File: src/rtl/camera_ray_gen.sv
// Primary-ray generator: walks a WIDTH x HEIGHT frame in raster order and emits one
// {origin, direction} ray per pixel, building directions with adders only.
module camera_ray_gen #(
    parameter int WIDTH  = 640,
    parameter int HEIGHT = 480,
    parameter int XW     = (WIDTH  > 1) ? $clog2(WIDTH)  : 1,
    parameter int YW     = (HEIGHT > 1) ? $clog2(HEIGHT) : 1
) (
    input  logic            clk,
    input  logic            rst,
    input  logic            start,
    input  logic [83:0]     cam_orig,
    input  logic [83:0]     dir_base,
    input  logic [83:0]     du,
    input  logic [83:0]     dv,
    output logic [167:0]    ray_out,
    output logic            ray_valid,
    input  logic            ray_ready,
    output logic [XW-1:0]   pix_x,
    output logic [YW-1:0]   pix_y,
    output logic            last,
    output logic            busy,
    output logic            done,
    output logic [1:0]      dbg_state_o
);

    typedef enum logic [1:0] {
        S_IDLE = 2'd0,
        S_EMIT = 2'd1,
        S_FIN  = 2'd2
    } state_t;

    localparam logic [XW-1:0] X_MAX = XW'(WIDTH - 1);
    localparam logic [YW-1:0] Y_MAX = YW'(HEIGHT - 1);

    // Vectors pack as {x, y, z}, 28-bit Q12.16 each; every lane wraps independently.
    function automatic logic [83:0] vadd(input logic [83:0] a, input logic [83:0] b);
        vadd = {a[83:56] + b[83:56], a[55:28] + b[55:28], a[27:0] + b[27:0]};
    endfunction

    state_t          state_q;
    logic [83:0]     orig_q;
    logic [83:0]     du_q;
    logic [83:0]     dv_q;
    logic [83:0]     row_dir_q;
    logic [83:0]     cur_dir_q;
    logic [XW-1:0]   x_q;
    logic [YW-1:0]   y_q;
    logic            last_q;
    logic            valid_q;
    logic            busy_q;
    logic            done_q;

    logic [83:0]     row_dir_d;
    logic [83:0]     cur_dir_d;
    logic [XW-1:0]   x_d;
    logic [YW-1:0]   y_d;
    logic            row_wrap;
    logic            fire;

    // Stream handshake: a ray transfers on any rising edge where ray_valid and ray_ready
    // are both high; while valid is high and ready is low every payload bit is held.
    // Ready without valid has no effect, and valid never depends on ready.
    always_comb begin
        fire      = valid_q & ray_ready;
        row_wrap  = (x_q == X_MAX);
        row_dir_d = vadd(row_dir_q, dv_q);
        cur_dir_d = vadd(cur_dir_q, du_q);
        x_d       = row_wrap ? '0 : x_q + XW'(1);
        y_d       = row_wrap ? y_q + YW'(1) : y_q;
    end

    always_ff @(posedge clk) begin
        if (rst) begin
            state_q   <= S_IDLE;
            orig_q    <= '0;
            du_q      <= '0;
            dv_q      <= '0;
            row_dir_q <= '0;
            cur_dir_q <= '0;
            x_q       <= '0;
            y_q       <= '0;
            last_q    <= 1'b0;
            valid_q   <= 1'b0;
            busy_q    <= 1'b0;
            done_q    <= 1'b0;
        end else begin
            case (state_q)
                S_IDLE: begin
                    done_q <= 1'b0;
                    if (start) begin
                        orig_q    <= cam_orig;
                        du_q      <= du;
                        dv_q      <= dv;
                        row_dir_q <= dir_base;
                        cur_dir_q <= dir_base;
                        x_q       <= '0;
                        y_q       <= '0;
                        last_q    <= (X_MAX == '0) && (Y_MAX == '0);
                        valid_q   <= 1'b1;
                        busy_q    <= 1'b1;
                        state_q   <= S_EMIT;
                    end
                end
                S_EMIT: begin
                    if (fire) begin
                        if (last_q) begin
                            last_q  <= 1'b0;
                            valid_q <= 1'b0;
                            busy_q  <= 1'b0;
                            done_q  <= 1'b1;
                            state_q <= S_FIN;
                        end else begin
                            x_q    <= x_d;
                            y_q    <= y_d;
                            last_q <= (x_d == X_MAX) && (y_d == Y_MAX);
                            // A row wrap restarts the column walk from the next row base.
                            if (row_wrap) begin
                                row_dir_q <= row_dir_d;
                                cur_dir_q <= row_dir_d;
                            end else begin
                                cur_dir_q <= cur_dir_d;
                            end
                        end
                    end
                end
                S_FIN: begin
                    done_q  <= 1'b0;
                    state_q <= S_IDLE;
                end
                default: begin
                    state_q <= S_IDLE;
                end
            endcase
        end
    end

    assign ray_out     = {orig_q, cur_dir_q};
    assign ray_valid   = valid_q;
    assign pix_x       = x_q;
    assign pix_y       = y_q;
    assign last        = last_q;
    assign busy        = busy_q;
    assign done        = done_q;
    assign dbg_state_o = state_q;

endmodule

File: config.mk
export PLATFORM = sky130hd
export DESIGN_NAME = camera_ray_gen
export DESIGN_NICKNAME = d
export VERILOG_FILES = /design/src/rtl/camera_ray_gen.sv
export SDC_FILE = /design/constraint.sdc
export NUM_CORES = 1
export LEC_CHECK = 0
export ABC_AREA = 1
export BUFFER_PORTS_ARGS = -buffer_cell sky130_fd_sc_hd__buf_2
export CAP_MARGIN = 0
export CORE_MARGIN = 2
export CORE_UTILIZATION = 35
export DETAILED_ROUTE_END_ITERATION = 10
export PLACE_DENSITY = 0.57
export RECOVER_POWER = 50
export SLEW_MARGIN = 0
export SYNTH_ARGS = -nofsm -noshare
export SYNTH_HDL_FRONTEND = slang
export SYNTH_SLANG_ARGS = --single-unit
File: constraint.sdc
create_clock -name clk -period 5.2 [get_ports clk]
set_clock_uncertainty 0.1 [all_clocks]
set_input_delay 1.04 -clock clk [delete_from_list [all_inputs] [get_ports clk]]
set_output_delay 1.04 -clock clk [all_outputs]
set_load 0.02 [all_outputs]
==> results.txt <==
status -> finished, violations left
failing checks -> max-capacitance violations, max-slew violations
Initial Util -> 35.3%
worst r2r src -> dbg_state_o[0]$_SDFFE_PP0P_
crit share post-route -> 72.9%
first-pass GRT wire length -> 172 mm
pin count of the biggest net entering global routing -> 150
1st-iter DRT viols -> 1820
crit path launch type -> flip-flop
Max FO, Critical Path -> 100
CTS resizes -> 0
dpl cells -> 6115
GRT Overall Usage -> 26.3%
std cell rows -> 105
Setup TNS -> 0 ps
fmax -> 264 MHz
critical path arrival -> 4240 ps
clock buffer count from CTS -> 54
worst slew pin tran -> 3180 ps
Power, Total -> 11100 uW
IO Port Bufs -> 532
Setup crit start -> dbg_state_o[0]$_SDFFE_PP0P_
reg2reg setup slack -> 1410 ps
hold violation total from the final report -> 0
critical path class -> flip-flop to flip-flop
worst setup path endpoint -> du_q[57]$_SDFFE_PP0P_
Post-route DRC -> 0
Worst-Skew Late Latency -> 650 ps
ranking of synthesized cells by area -> dfxtp_1, nand2_1, nor2_1
Synth area leader -> dfxtp_1
Final WS setup -> 1410 ps
pre-CTS WS -> 1000 ps
CP Cell Sequence -> nor2_1, nand2_4, clkbuf_2, o21ai_0, a21oi_1
GP Congestion -> 0.981
estimated wirelength of the detail-placed design -> 90.1 mm
clk sink count -> 444
Post-synth ARST share -> 0%
fin. max-slew vios -> 412
WP buf/inv -> 1
final setup fails -> 0
Worst Hold Class -> flip-flop to flip-flop
IO Pins -> 533
mapped cell area -> 28900 sq um
H-tree Lvls -> 2
DR vias -> 31500
CTS Buffer Depth -> 3
CP Data Required Time -> 5650 ps
Routed WL -> 115 mm
Top delay family on crit path -> buffers and inverters
core area -> 81800 sq um
CTS tree -> built
cts hold-fix bufs -> 0
Die X -> 291 um
net total in the final layout -> 5611
Syn Inst Count -> 4683
grt total ovfl -> 0
routed vias/inst -> 5.06
WP depth -> 5
post-CTS setup buffers -> 0
hold depth -> 2
Avg Cell Area, Syn -> 6.17 sq um
Leakage -> 0.0165 uW
Pwr Density -> 326 nW/um^2
CP peak stage delay -> 1380 ps
syn nets -> 5193
commonest non-fill, non-tap cells in the layout -> nand2_1, nor2_1, inv_1
initial antenna violation count -> 4
post-synthesis sequential area ratio -> 30.8%
worst r2r dst -> du_q[57]$_SDFFE_PP0P_
flops & latches, synth -> 444
VDD IR max -> 0.284 mV
antenna viol nets, final -> 0
commonest register cell after synthesis -> dfxtp_1
share of cells above drive strength 1 -> 9.72%
Synth Warn # -> 0
CP endpoint kind -> flip-flop
Die Area -> 84800 sq um
Synth top area share -> 30.8%
RSZ-0062 raised after global routing -> no
final non-filler cell total -> 6221
Worst slew margin -> -112%
area delta synth->final -> 17.9%
most common cell after layout, fill and taps aside -> nand2_1
Wirelength per Cell -> 18.5 um
Tmin final -> 3790 ps
count of flip-flops with a built-in enable after synthesis -> 0
TritonRoute pass-1 iters -> 7
Max Cap Viol -> 4
post-synth cell types -> 37
Clk Tree Root Cell -> clkbuf_16
vias in the first global route -> 30200
Reg2Reg Depth -> 5
Die Span Y -> 291 um
Clock Pin Slew Worst Setup and Hold Paths -> 60 ps
CP max stage cell -> clkbuf_2
[power by group]
part	internal [uW]	switching, uW	total (uW)
registers	3740	334	4080
clock network	2510	1630	4140
logic	963	1930	2900
[metrics by stage]
stage          instance area [sq um]  utilization (%)  hold WS [ps]
6_report                       34000             41.6           376
4_1_cts                        34300             41.9           379
3_5_place_dp                   32300             39.5           365
2_1_floorplan                  28900                -           359
5_1_grt                        34000             41.6           400
3_3_place_gp                   32300             39.5           359
[worst min path at each step]
| stage | from | to | slack, ps |
|---|---|---|---|
| after global routing | orig_q[57]$_SDFFE_PP0P_ | orig_q[57]$_SDFFE_PP0P_ | 400 |
| after floorplan | du_q[0]$_SDFFE_PP0P_ | du_q[0]$_SDFFE_PP0P_ | 360 |
| final | orig_q[38]$_SDFFE_PP0P_ | orig_q[38]$_SDFFE_PP0P_ | 380 |
| after global placement | orig_q[75]$_SDFFE_PP0P_ | orig_q[75]$_SDFFE_PP0P_ | 360 |
| after detailed placement | orig_q[79]$_SDFFE_PP0P_ | orig_q[79]$_SDFFE_PP0P_ | 370 |
| after CTS | orig_q[38]$_SDFFE_PP0P_ | orig_q[38]$_SDFFE_PP0P_ | 380 |
[synth_stat cells, types with 3 or more instances]
| cell type | number |
|---|---|
| nor2_2 | 4 |
| o21ai_1 | 42 |
| ha_1 | 164 |
| nor3b_1 | 3 |
| nor3_1 | 26 |
| and2_1 | 11 |
| or2_2 | 34 |
| a31oi_1 | 63 |
| clkbuf_1 | 144 |
| buf_4 | 11 |
| a211oi_1 | 4 |
| dfxtp_1 | 444 |
| a21o_1 | 6 |
| xnor2_1 | 30 |
| inv_2 | 6 |
| o21bai_1 | 38 |
| nor2_1 | 813 |
| o21ai_0 | 426 |
| nand2_1 | 1182 |
| fa_1 | 6 |
| nand3b_1 | 46 |
| buf_2 | 32 |
| nand3_1 | 325 |
| nand4_1 | 42 |
| inv_1 | 461 |
| xor2_1 | 20 |
| buf_1 | 4 |
| a21oi_1 | 272 |
| o211ai_1 | 14 |
[logic make-up (layout without fill, tap and decap cells)]
logic type	Yosys count	count (layout)	share of synthesized area [%]
AND/OR/NAND/NOR	2491	2491	35.4
AO/OA/AOI/OAI	870	870	15.9
buffers and inverters	658	1121	8.84
flip-flops	444	444	30.8
adder cells (fa/ha/maj)	170	170	7.52
XOR/XNOR	50	50	1.52
other	0	5	0
[final cells by class]
| cell class | instances | area, sq um |
|---|---|---|
| Fill cell | 9121 | 47800 |
| Antenna cell | 5 | 12.5 |
| Clock inverter | 16 | 274 |
| Clock buffer | 85 | 1680 |
| Tap cell | 1070 | 1340 |
| Sequential cell | 444 | 8890 |
| Timing Repair Buffer | 553 | 2610 |
| Inverter | 467 | 1770 |
| Multi-Input combinational cell | 3581 | 17500 |
[state kept, by name, summed over array words and instances, names as in the netlist]
| name | count |
|---|---|
| pix_y | 9 |
| dv_q | 84 |
| cur_dir_q | 84 |
| row_dir_q | 84 |
| du_q | 84 |
| orig_q | 84 |
| dbg_state_o | 2 |
| last | 1 |
| busy | 1 |
| done | 1 |
| pix_x | 10 |
[metal layers]
layer / vias up / global-route usage (%) / part of all wire [%]
li1: 16000 / - / -
met1: 14300 / 28.8 / 38
met2: 950 / 49.9 / 52
met3: 230 / 3.73 / 5.6
met4: 0 / 11.4 / 4.6
met5: - / 0 / 0
[worst min-delay path, cell delays in order (launching register included)]
cell and delay [ps]:
dfxtp_1 320, nor2_1 40, nor2_1 80
No activity file was read; power rests on OpenSTA's default activity.
